**config.mk**
```make
export PLATFORM = sky130hd
export DESIGN_NAME = piso_serial_tx
export DESIGN_NICKNAME = d
export VERILOG_FILES = /design/src/rtl/piso_serial_tx_pkg.sv /design/src/rtl/piso_serial_tx_bit_tick_gen.sv /design/src/rtl/piso_serial_tx.sv
export SDC_FILE = /design/constraint.sdc
export NUM_CORES = 1
export LEC_CHECK = 0
export BUFFER_PORTS_ARGS = -buffer_cell sky130_fd_sc_hd__buf_2
export CAP_MARGIN = 0
export CORE_MARGIN = 2
export CORE_UTILIZATION = 46
export DETAILED_ROUTE_END_ITERATION = 16
export HOLD_SLACK_MARGIN = 0.1
export PLACE_DENSITY = 0.71
export SYNTH_ARGS = -nofsm -noshare
export SYNTH_HDL_FRONTEND = slang
export SYNTH_SLANG_ARGS = --single-unit
```
**constraint.sdc**
```tcl
create_clock -name CLK -period 1.3 [get_ports CLK]
set_clock_uncertainty 0.2 [all_clocks]
set_input_delay 0.39 -clock CLK [delete_from_list [all_inputs] [get_ports CLK]]
set_output_delay 0.39 -clock CLK [all_outputs]
set_load 0.02 [all_outputs]
```
**src/rtl/piso_serial_tx_pkg.sv**
```systemverilog
`default_nettype none
// ============================================================================
// Module   : piso_serial_tx_pkg
// Brief    : Shared state encodings and counter-width helpers for the PISO tx.
// Revision : 1.0
// ============================================================================
package piso_serial_tx_pkg;

    typedef enum logic [1:0] {
        ST_IDLE  = 2'd0,
        ST_SHIFT = 2'd1,
        ST_DONE  = 2'd2
    } state_t;

    function automatic int clog2(input int value);
        int result;
        result = 0;
        for (int v = value - 1; v > 0; v = v >> 1) begin
            result++;
        end
        return result;
    endfunction

    // Counters never shrink below one bit, even for a count of 1.
    function automatic int cnt_width(input int value);
        return (clog2(value) < 1) ? 1 : clog2(value);
    endfunction

endpackage
`default_nettype wire

```
**src/rtl/piso_serial_tx_bit_tick_gen.sv**
```systemverilog
`default_nettype none
// ============================================================================
// Module   : bit_tick_gen
// Brief    : Bit-period divider; tick marks the last enabled cycle of a period.
// Revision : 1.0
// ============================================================================
module bit_tick_gen
    import piso_serial_tx_pkg::*;
#(
    parameter int DIV = 2
) (
    input  logic CLK,
    input  logic RST,
    input  logic Ce,
    input  logic run,
    output logic tick
);

    localparam int              c_dw   = cnt_width(DIV);
    localparam logic [c_dw-1:0] c_last = c_dw'(DIV - 1);

    logic [c_dw-1:0] div_q;
    logic [c_dw-1:0] div_d;

    always_comb begin
        div_d = div_q;
        if (!run) begin
            div_d = '0;
        end else if (div_q == c_last) begin
            div_d = '0;
        end else begin
            div_d = div_q + 1'b1;
        end
    end

    always_ff @(posedge CLK) begin
        if (RST) begin
            div_q <= '0;
        end else if (Ce) begin
            div_q <= div_d;
        end
    end

    assign tick = run && (div_q == c_last);

endmodule
`default_nettype wire

```
**src/rtl/piso_serial_tx.sv**
```systemverilog
`default_nettype none
// ============================================================================
// Module   : piso_serial_tx
// Brief    : Parallel-in/serial-out transmitter with Load/Ready handshake,
//            per-bit capture strobe (Vout) and end-of-word Done pulse.
// Revision : 1.0
// ============================================================================
module piso_serial_tx
    import piso_serial_tx_pkg::*;
#(
    parameter int WIDTH     = 8,
    parameter int DIV       = 2,
    parameter int MSB_FIRST = 1
) (
    input  logic             CLK,
    input  logic             RST,
    input  logic             Ce,
    input  logic             Load,
    input  logic [WIDTH-1:0] Pdata,
    output logic             Ready,
    output logic             Qout,
    output logic             Vout,
    output logic             Done
);

    localparam int              c_cw       = cnt_width(WIDTH);
    localparam logic [c_cw-1:0] c_last_bit = c_cw'(WIDTH - 1);

    state_t           state_q, state_d;
    logic [WIDTH-1:0] sreg_q, sreg_d;
    logic [c_cw-1:0]  bit_cnt_q, bit_cnt_d;
    logic             ready_q, ready_d;
    logic             qout_q, qout_d;
    logic             done_q, done_d;
    logic             w_run;
    logic             w_tick;

    assign w_run = (state_q == ST_SHIFT);

    bit_tick_gen #(
        .DIV (DIV)
    ) u_tick (
        .CLK  (CLK),
        .RST  (RST),
        .Ce   (Ce),
        .run  (w_run),
        .tick (w_tick)
    );

    always_comb begin
        state_d   = state_q;
        sreg_d    = sreg_q;
        bit_cnt_d = bit_cnt_q;
        ready_d   = ready_q;
        qout_d    = qout_q;
        done_d    = done_q;
        case (state_q)
            ST_IDLE: begin
                if (Load) begin
                    state_d   = ST_SHIFT;
                    sreg_d    = Pdata;
                    bit_cnt_d = '0;
                    ready_d   = 1'b0;
                    qout_d    = (MSB_FIRST != 0) ? Pdata[WIDTH-1] : Pdata[0];
                end
            end
            ST_SHIFT: begin
                // Advance only at the edge that closes a bit period, so the
                // receiver samples Qout while it is still stable.
                if (w_tick) begin
                    sreg_d = (MSB_FIRST != 0) ? {sreg_q[WIDTH-2:0], 1'b0}
                                              : {1'b0, sreg_q[WIDTH-1:1]};
                    if (bit_cnt_q == c_last_bit) begin
                        state_d   = ST_DONE;
                        bit_cnt_d = '0;
                        qout_d    = 1'b0;
                        done_d    = 1'b1;
                    end else begin
                        bit_cnt_d = bit_cnt_q + 1'b1;
                        qout_d    = (MSB_FIRST != 0) ? sreg_q[WIDTH-2] : sreg_q[1];
                    end
                end
            end
            ST_DONE: begin
                state_d = ST_IDLE;
                done_d  = 1'b0;
                ready_d = 1'b1;
            end
            default: begin
                state_d = ST_IDLE;
                qout_d  = 1'b0;
                done_d  = 1'b0;
                ready_d = 1'b1;
            end
        endcase
    end

    always_ff @(posedge CLK) begin
        if (RST) begin
            state_q   <= ST_IDLE;
            sreg_q    <= '0;
            bit_cnt_q <= '0;
            ready_q   <= 1'b1;
            qout_q    <= 1'b0;
            done_q    <= 1'b0;
        end else if (Ce) begin
            state_q   <= state_d;
            sreg_q    <= sreg_d;
            bit_cnt_q <= bit_cnt_d;
            ready_q   <= ready_d;
            qout_q    <= qout_d;
            done_q    <= done_d;
        end
    end

    assign Ready = ready_q;
    assign Qout  = qout_q;
    assign Vout  = w_tick;
    assign Done  = done_q;

endmodule
`default_nettype wire

```
==> results.sh, run 1 <==
export IMPL_cts_max_level=1
export IMPL_r2r_cells=4
export IMPL_cellLeakagePower_nw=0.540
export IMPL_synth_ff_type="dfxtp_1"
export IMPL_place_gp_congestion=0.833
export IMPL_slowest_delay_ns=0.36
export IMPL_violations="setup timing"
export IMPL_drt_initial_drc_count=10
export IMPL_cp_max_fo=2
export IMPL_hold_viol=0
export IMPL_grt_max_degree=10
export IMPL_finalCriticalPeriod_ns=1.59
export IMPL_tightest_slew_ns=0.278
export IMPL_port_buffer_count=15
export IMPL_syn_inst=86
export IMPL_root_buffer="clkbuf_4"
export IMPL_finalNetCount=131
export IMPL_synth_cell_type_count=30
export IMPL_clk_latency_ns=0.30
export IMPL_synth_area_leaders="dfxtp_1 40%, mux2i_1 8.8%, a211oi_1 6.6%"
export IMPL_crit_chain="nand2b_4, nor2_4, buf_6"
export IMPL_coreArea_um2=1670
export IMPL_track_usage=0.253
export IMPL_setup_slack_ns=-0.287
export IMPL_route_detailed_drc=0
export IMPL_fill_cells=98
export IMPL_end_kind="primary output"
export IMPL_min_path_cells=3
export IMPL_drive_above_1_share=0.655
export IMPL_synth_edf_count=0
export IMPL_synth_warnings=0
export IMPL_fin_crit_sh=1.22
export IMPL_grt_pass1_wl_mm=3.70
export IMPL_cap_violations=0
export IMPL_antenna_found_initial=0
export IMPL_dp_hpwl_mm=1.50
export IMPL_vias=809
export IMPL_powerDensity_nw_per_um2=883
export IMPL_async_flop_share=0
export IMPL_ir_worst_vdd_v=0.000754
export IMPL_area_growth_pct=62.6
export IMPL_antennaDiodeCount=0
export IMPL_io_pins=16
export IMPL_stdcell_count=133
export IMPL_drt_wl_total_mm=2.52
export IMPL_slew_headroom=0.811
export IMPL_die_w_um=45.6
export IMPL_synthDominantCellAreaShare=0.402
export IMPL_clk_path_buf_depth=2
export IMPL_syn_area_um2=797
export IMPL_synth_largest_area_cell="dfxtp_1"
export IMPL_viasPerCell=6.08
export IMPL_syn_num_nets=100
export IMPL_synth_avg_cell_area_um2=9.27
export IMPL_path_buf_inv=1
export IMPL_dr_pass1_iters=4
export IMPL_r2r_end="bit_cnt_q[1]"
export IMPL_crit_arrival_ns=1.00
export IMPL_whs_endpoint="sreg_q[0]"
export IMPL_outcome="finished with violations"
export IMPL_grt_pass1_vias=775
export IMPL_cts_sinks=16
export IMPL_hp_class="in2reg"
export IMPL_regToRegSetupSlack_ns=-0.22
export IMPL_dieArea_um2=2080
export IMPL_start_util=0.477
export IMPL_grt_overflow_total=0
export IMPL_wl_per_cell_um=19.0
export IMPL_maxClockFrequency_ghz=0.630
export IMPL_rsz0062_at_grt="true"
export IMPL_cts_tree="done"
export IMPL_cp_required_ns=0.71
export IMPL_critPathKind="reg2out"
export IMPL_ant_nets=0
export IMPL_hp_start="Pdata[0]"
export IMPL_setup_tns_ns=-2.42
export IMPL_synth_top_cells_by_count="16 x dfxtp_1, 10 x a21oi_1, 7 x a211oi_1, 7 x mux2i_1, 4 x inv_1"
export IMPL_cpLargestDelayFamily="flip-flops"
export IMPL_clk_pin_slew_ns=0.10
export IMPL_slowest_stage="dfxtp_4"
export IMPL_yosysMostFrequentCell="dfxtp_1"
export IMPL_die_h_um=45.6
export IMPL_ys_seq_area_frac=0.402
export IMPL_cp_start_kind="register"
export IMPL_std_cell_rows=15
export IMPL_cts_buffers=3
export IMPL_setup_viol=18
export IMPL_dp_cells=125
export IMPL_rr_startpoint="state_q[0]"
export IMPL_ys_seq_elements=16
export IMPL_report_final_slew_viol_count=0
[tightest hold or removal path: stages]
cell and delay [ns]:
buf_2 0.10, nand2_2 0.05, a21oi_2 0.04
[cell type report]
type                       count  area (um^2)  area share
sequential                    16          338       0.261
tap                           17         21.3      0.0164
clock buffer                   4         36.3      0.0280
multi-input combinational     59          612       0.472
inverter                       4         15.0      0.0116
timing repair buffer          33          274       0.211
[flip-flops by register name (all words and copies together), names as in the netlist]
signal        count
state_q           2
bit_cnt_q         3
sreg_q            7
Ready             1
Done              1
u_tick.div_q      1
Qout              1
[where the power goes]
part | switching, mW | internal (mW)
Clock | 0.179 | 0.171
Sequential | 0.0203 | 0.510
Combinational | 0.133 | 0.131
Total | 0.332 | 0.813
[cells in the final DEF (no fill, tap or decap), types with 3 or more instances in the layout]
| master | count |
|---|---|
| nand4_1 | 3 |
| dfxtp_1 | 8 |
| buf_2 | 11 |
| o21ai_1 | 3 |
| a211oi_2 | 7 |
| inv_1 | 4 |
| buf_4 | 12 |
| a21oi_2 | 6 |
| mux2i_1 | 5 |
| a21oi_1 | 3 |
| dfxtp_2 | 5 |
| dfxtp_4 | 3 |
| clkbuf_4 | 3 |
| buf_6 | 7 |
[how the worst max path moves through the flow]
stage / from / endpoint / slack (ns) / depth (start not counted)
floorplan: state_q[1] / Vout / -0.12 / 4
global placement: Ce / sreg_q[3] / -0.14 / 4
detailed placement: Load / bit_cnt_q[1] / -0.19 / 4
CTS: state_q[1] / Vout / -0.28 / 3
global route: state_q[1] / Vout / -0.33 / 3
finish: state_q[1] / Vout / -0.29 / 3
[metal layers]
| layer | vias up | routed length [um] | track usage |
|---|---|---|---|
| li1 | 379 | - | - |
| met1 | 390 | 960 | 0.310 |
| met5 | - | 0 | 0 |
| met2 | 29 | 1360 | 0.425 |
| met4 | 0 | 90 | 0.147 |
| met3 | 11 | 114 | 0.0238 |
[through the flow]
step                area [um^2]  power [mW]  setup slack (ns)  hold slack, ns  utilization
floorplan                   861       0.656            -0.125           0.239            -
global placement           1040       0.722            -0.144           0.252        0.621
detailed placement         1040       0.728            -0.189           0.274        0.621
CTS                        1250        1.11            -0.285           0.131        0.748
global route               1300        1.18            -0.329           0.129        0.776
finish                     1300        1.14            -0.287           0.123        0.776
[kinds of logic (layout without fill, tap and decap cells)]
group,count (synthesis),count (layout),share of synthesized area
multiplexers,9,9,0.116
AND/OR/NAND/NOR,20,20,0.154
adder cells (fa/ha/maj),2,2,0.0314
AO/OA/AOI/OAI,28,28,0.235
flip-flops,16,16,0.402
buffers and inverters,11,41,0.0612
[what timing repair did]
item | 4_1_cts | 5_1_grt
cloned | 0 | 0
buffers inserted | 5 | 1
pin swaps | 17 | 13
hold buffers | 0 | 0
setup endpoints to repair | 18 | 20
gates resized for setup | 37 | 16
Note: power is estimated with default switching activity, not from simulation.
==> run 2, diff against run 1 <==
--- a/config.mk
+++ b/config.mk
@@ -7,11 +7,13 @@
 export LEC_CHECK = 0
 export BUFFER_PORTS_ARGS = -buffer_cell sky130_fd_sc_hd__buf_2
 export CAP_MARGIN = 0
+export CORE_ASPECT_RATIO = 1.2
 export CORE_MARGIN = 2
 export CORE_UTILIZATION = 46
 export DETAILED_ROUTE_END_ITERATION = 16
 export HOLD_SLACK_MARGIN = 0.1
 export PLACE_DENSITY = 0.71
+export SLEW_MARGIN = 20
 export SYNTH_ARGS = -nofsm -noshare
 export SYNTH_HDL_FRONTEND = slang
 export SYNTH_SLANG_ARGS = --single-unit
==> run 2 against run 1 <==
Compared with the run above:
- the run still ends with setup timing left
- critical endpoint unchanged
- fmax grew 1.2%
- clock power shrank 18%
- sequential share of layout area grew 0.076 points
- worst setup slack gained 0.018 ns
- register-to-register slack lost 0.05 ns
- via count shrank 2.3%
- wire length shrank 10%
- total power shrank 5.9%
- design area shrank 0.29%
- die area is essentially flat
- worst hold slack gained 0.0034 ns
- sequential cell count is the same
==> results.sh, run 2 (synthesis results as in run 1) <==
export IMPL_violations="setup timing"
export IMPL_setup_viol=18
export IMPL_io_pins=16
export IMPL_start_util=0.492
export IMPL_path_buf_inv=1
export IMPL_slowest_stage="dfxtp_4"
export IMPL_crit_chain="nand2b_4, nor2_4, buf_6"
export IMPL_cap_violations=0
export IMPL_fill_cells=101
export IMPL_regMostFlops="sreg_q"
export IMPL_reg_top3="sreg_q x7, bit_cnt_q x3, state_q x2"
export IMPL_cp_start_kind="register"
export IMPL_port_buffer_count=15
export IMPL_dieArea_um2=2080
export IMPL_die_w_um=42
export IMPL_layout_common_cells="16 x buf_4, 11 x buf_2, 9 x buf_6"
export IMPL_std_cell_rows=16
export IMPL_track_usage=0.242
export IMPL_drt_initial_drc_count=9
export IMPL_dp_cells=128
export IMPL_coreArea_um2=1620
export IMPL_antennaDiodeCount=0
export IMPL_layout_cells_most_common="buf_4"
export IMPL_ant_nets=0
export IMPL_finalNetCount=135
export IMPL_rsz0062_at_grt="true"
export IMPL_place_gp_congestion=0.830
export IMPL_critPathKind="reg2out"
export IMPL_hp_class="in2reg"
export IMPL_stdcell_count=138
export IMPL_cts_tree="done"
export IMPL_drive_above_1_share=0.650
export IMPL_grt_pass1_vias=871
export IMPL_finalCriticalPeriod_ns=1.57
export IMPL_tightest_slew_ns=0.266
export IMPL_route_detailed_drc=0
export IMPL_maxClockFrequency_ghz=0.638
export IMPL_drt_wl_total_mm=2.27
export IMPL_viasPerCell=5.72
export IMPL_end_kind="primary output"
export IMPL_cp_required_ns=0.71
export IMPL_area_growth_pct=62.2
export IMPL_hold_viol=0
export IMPL_antenna_found_initial=0
export IMPL_finalPower_mw=1.08
export IMPL_cp_max_fo=2
export IMPL_cts_buffers=3
export IMPL_powerDensity_nw_per_um2=833
export IMPL_ctsHoldBuffers=0
export IMPL_cpLargestDelayFamily="flip-flops"
export IMPL_vias=790
export IMPL_slowest_delay_ns=0.36
export IMPL_dp_hpwl_mm=1.30
export IMPL_report_final_slew_viol_count=0
export IMPL_clk_path_buf_depth=2
export IMPL_grt_overflow_total=0
export IMPL_root_buffer="clkbuf_4"
export IMPL_setup_slack_ns=-0.268
export IMPL_cellLeakagePower_nw=0.547
export IMPL_clk_latency_ns=0.29
export IMPL_die_h_um=49.6
export IMPL_slew_headroom=0.819
export IMPL_fin_crit_sh=1.21
export IMPL_wl_per_cell_um=16.4
export IMPL_outcome="finished with violations"
export IMPL_cts_max_level=1
export IMPL_dr_pass1_iters=7
export IMPL_clk_pin_slew_ns=0.11
export IMPL_cts_sinks=16
export IMPL_grt_max_degree=13
export IMPL_largest_reg_flops=7
export IMPL_grt_pass1_wl_mm=3.91
export IMPL_ir_worst_vdd_v=0.000876
export IMPL_crit_arrival_ns=0.98
[run 2: cell count changes in the layout (fill, tap and decap cells not counted), sizes merged]
| cell | previous run | this run |
|---|---|---|
| buf | 33 | 37 |
[run 2: cell type report]
cell class	instances	area, um^2	area share
well taps	18	22.5	0.0174
multi-input cells	59	599	0.464
repair buffers	37	292	0.226
inverters	4	15.0	0.0116
clock buffers	4	26.3	0.0203
flip-flops and latches	16	338	0.261
[run 2: worst register-to-register path, delay by kind of cell (launching register included)]
kind	cells	cell delay, ns
AOI/OAI and AO/OA	2	0.32
buffers and inverters	2	0.31
DFF	1	0.36
and+or+nand+nor	1	0.29
[run 2: report_power, final]
| group | switching [mW] | internal, mW | total (mW) |
|---|---|---|---|
| registers | 0.0180 | 0.510 | 0.528 |
| logic | 0.129 | 0.134 | 0.263 |
| clock network | 0.167 | 0.119 | 0.286 |
| total | 0.314 | 0.763 | 1.08 |
[run 2: through the flow]
step	setup WS, ns	instance area (um^2)	TNS (ns)	hold WS, ns	utilization
floorplan	-0.125	861	-0.251	0.239	-
global placement	-0.140	1040	-1.60	0.254	0.642
detailed placement	-0.178	1040	-1.84	0.253	0.642
CTS	-0.265	1300	-2.03	0.129	0.801
global route	-0.309	1290	-3.08	0.128	0.797
finish	-0.268	1290	-2.25	0.127	0.797
[run 2: worst paths after layout]
path	slack [ns]	cells after the start	startpoint	end
worst max-delay path	-0.27	3	state_q[1]	Vout
worst min-delay path	0.13	2	RST	sreg_q[0]
worst max register to register	-0.27	5	state_q[1]	Qout
worst min register to register	0.28	2	Done	Done
[run 2: routing by layer]
metal,global-route usage,part of all wire
met2,0.432,0.55
met3,0.0330,0.024
met5,0,0
met4,0.129,0.0062
met1,0.272,0.42
[run 2: repair_timing]
action                                  in CTS  in global routing
pin swaps                                   22                  6
endpoints found under the setup margin      19                 20
buffers inserted                             7                  0
gates resized for setup                     47                  3
==> run 3, diff against run 2 <==
--- a/config.mk
+++ b/config.mk
@@ -9,10 +9,11 @@
 export CAP_MARGIN = 0
 export CORE_ASPECT_RATIO = 1.2
 export CORE_MARGIN = 2
-export CORE_UTILIZATION = 46
+export CORE_UTILIZATION = 43
+export CTS_CLUSTER_DIAMETER = 30
 export DETAILED_ROUTE_END_ITERATION = 16
 export HOLD_SLACK_MARGIN = 0.1
-export PLACE_DENSITY = 0.71
+export PLACE_DENSITY = 0.67
 export SLEW_MARGIN = 20
 export SYNTH_ARGS = -nofsm -noshare
 export SYNTH_HDL_FRONTEND = slang
==> run 3 against run 2 <==
Compared with the run above:
- the flow still finishes with violations (setup timing)
- final cell count is 2.9% lower
- largest cell class unchanged
- wire length is 3.6% lower
- largest power group unchanged
- first-iteration DRC count is 11% lower
- core utilization is 6.2 points lower
- global-route usage is 4.2 points lower
- critical path depth stayed put
- sequential cell count stayed put
- total power is 6.7% higher
==> results.sh, run 3 (synthesis results as in run 1) <==
export IMPL_finalPower_mw=1.15
export IMPL_clk_latency_ns=0.29
export IMPL_drt_initial_drc_count=8
export IMPL_end_kind="primary output"
export IMPL_die_w_um=43.3
export IMPL_hold_ws_ns=0.146
export IMPL_cp_max_fo=2
export IMPL_hp_start="Pdata[0]"
export IMPL_critPathKind="reg2out"
export IMPL_slowest_stage="dfxtp_2"
export IMPL_cts_tree="done"
export IMPL_min_path_cells=3
export IMPL_cpLargestDelayFamily="flip-flops"
export IMPL_route_detailed_drc=0
export IMPL_r2r_cells=5
export IMPL_dr_pass1_iters=4
export IMPL_layout_common_cells="11 x buf_2, 10 x buf_4, 8 x dfxtp_1"
export IMPL_dr_max_layer_used="met4"
export IMPL_io_pins=16
export IMPL_antenna_found_initial=0
export IMPL_outcome="finished with violations"
export IMPL_dp_hpwl_mm=1.31
export IMPL_viasPerCell=5.93
export IMPL_hp_class="in2reg"
export IMPL_regToRegSetupSlack_ns=-0.21
export IMPL_rr_startpoint="state_q[0]"
export IMPL_fill_cells=139
export IMPL_grt_max_degree=10
export IMPL_cap_violations=0
export IMPL_hold_viol=0
export IMPL_finalCriticalPeriod_ns=1.55
export IMPL_clk_path_buf_depth=2
export IMPL_largest_reg_flops=7
export IMPL_layout_cells_most_common="buf_2"
export IMPL_dieArea_um2=2220
export IMPL_track_usage=0.200
export IMPL_root_buffer="clkbuf_4"
export IMPL_start_util=0.446
export IMPL_wl_met3_um=63
export IMPL_finalNetCount=130
export IMPL_fin_crit_sh=1.19
export IMPL_whs_endpoint="sreg_q[0]"
export IMPL_slowest_delay_ns=0.33
export IMPL_path_buf_inv=1
export IMPL_drt_wl_total_mm=2.19
export IMPL_regMostFlops="sreg_q"
export IMPL_setup_viol=19
export IMPL_dr_wl_met2_mm=1.14
export IMPL_place_gp_congestion=0.788
export IMPL_die_h_um=51.2
export IMPL_coreArea_um2=1790
export IMPL_vias=795
export IMPL_slew_headroom=0.825
export IMPL_cts_max_level=1
export IMPL_cts_buffers=3
export IMPL_wl_per_cell_um=16.3
export IMPL_clk_pin_slew_ns=0.10
export IMPL_rsz0062_at_grt="true"
export IMPL_area_growth_pct=64.7
export IMPL_cp_start_kind="register"
export IMPL_crit_arrival_ns=0.96
export IMPL_grt_pass1_vias=777
export IMPL_cellLeakagePower_nw=0.545
export IMPL_crit_chain="nand2b_4, nor2_4, buf_6"
export IMPL_dp_cells=123
export IMPL_ctsHoldBuffers=0
export IMPL_reg_top3="sreg_q x7, bit_cnt_q x3, state_q x2"
export IMPL_ir_worst_vdd_v=0.000636
export IMPL_grt_pass1_wl_mm=3.35
export IMPL_cp_required_ns=0.71
export IMPL_port_buffer_count=15
export IMPL_dp_worst_setup_slack_ns=-0.245
export IMPL_wl_met1_um=966
export IMPL_stdcell_count=134
export IMPL_powerDensity_nw_per_um2=875
export IMPL_cts_sinks=16
export IMPL_tightest_slew_ns=0.257
export IMPL_std_cell_rows=17
export IMPL_setup_slack_ns=-0.245
export IMPL_grt_overflow_total=0
export IMPL_violations="setup timing"
export IMPL_ant_nets=0
export IMPL_antennaDiodeCount=0
export IMPL_r2r_end="Qout"
export IMPL_report_final_slew_viol_count=0
export IMPL_maxClockFrequency_ghz=0.647
export IMPL_drive_above_1_share=0.652
-- run 3: worst min-delay path: stages --
cell	delay [ns]
buf_2	0.11
nand2_4	0.06
a21oi_2	0.04
-- run 3: through the flow --
stage | cell area (um^2) | util | TNS (ns)
after global placement | 1010 | 0.565 | -1.65
after CTS | 1230 | 0.687 | -1.77
final | 1310 | 0.735 | -1.99
after floorplan | 861 | - | -0.251
after detailed placement | 1010 | 0.565 | -2.38
after global routing | 1310 | 0.735 | -2.97
-- run 3: routing by layer --
| layer | vias to the layer above | track usage |
|---|---|---|
| li1 | 380 | - |
| met1 | 391 | 0.237 |
| met2 | 20 | 0.353 |
| met3 | 4 | 0.0247 |
| met4 | 0 | 0.0859 |
| met5 | - | 0 |
-- run 3: report_power, final --
part           switching (mW)  internal (mW)  total (mW)  leakage, nW
sequential             0.0222          0.512       0.535        0.134
clock                   0.171          0.171       0.341       0.0210
combinational           0.133          0.140       0.273        0.389
-- run 3: worst max path at each step --
stage / from / endpoint / slack, ns / depth (start not counted)
finish: state_q[1] / Vout / -0.25 / 3
detailed placement: Load / bit_cnt_q[1] / -0.24 / 4
CTS: state_q[1] / Vout / -0.25 / 3
global placement: Load / bit_cnt_q[1] / -0.18 / 4
floorplan: state_q[1] / Vout / -0.12 / 4
global route: state_q[1] / Vout / -0.29 / 3
-- run 3: layout make-up --
cell class,instances,area [um^2],area share
flip-flops and latches,16,335,0.255
multi-input cells,59,618,0.471
repair buffers,32,284,0.216
inverters,4,15.0,0.0114
well taps,19,23.8,0.0181
clock buffers,4,36.3,0.0276
-- run 3: repair_timing --
item | CTS | global route
gates resized for setup | 34 | 16
setup buffers | 6 | 1
setup endpoints to repair | 18 | 20
pin swaps | 20 | 8
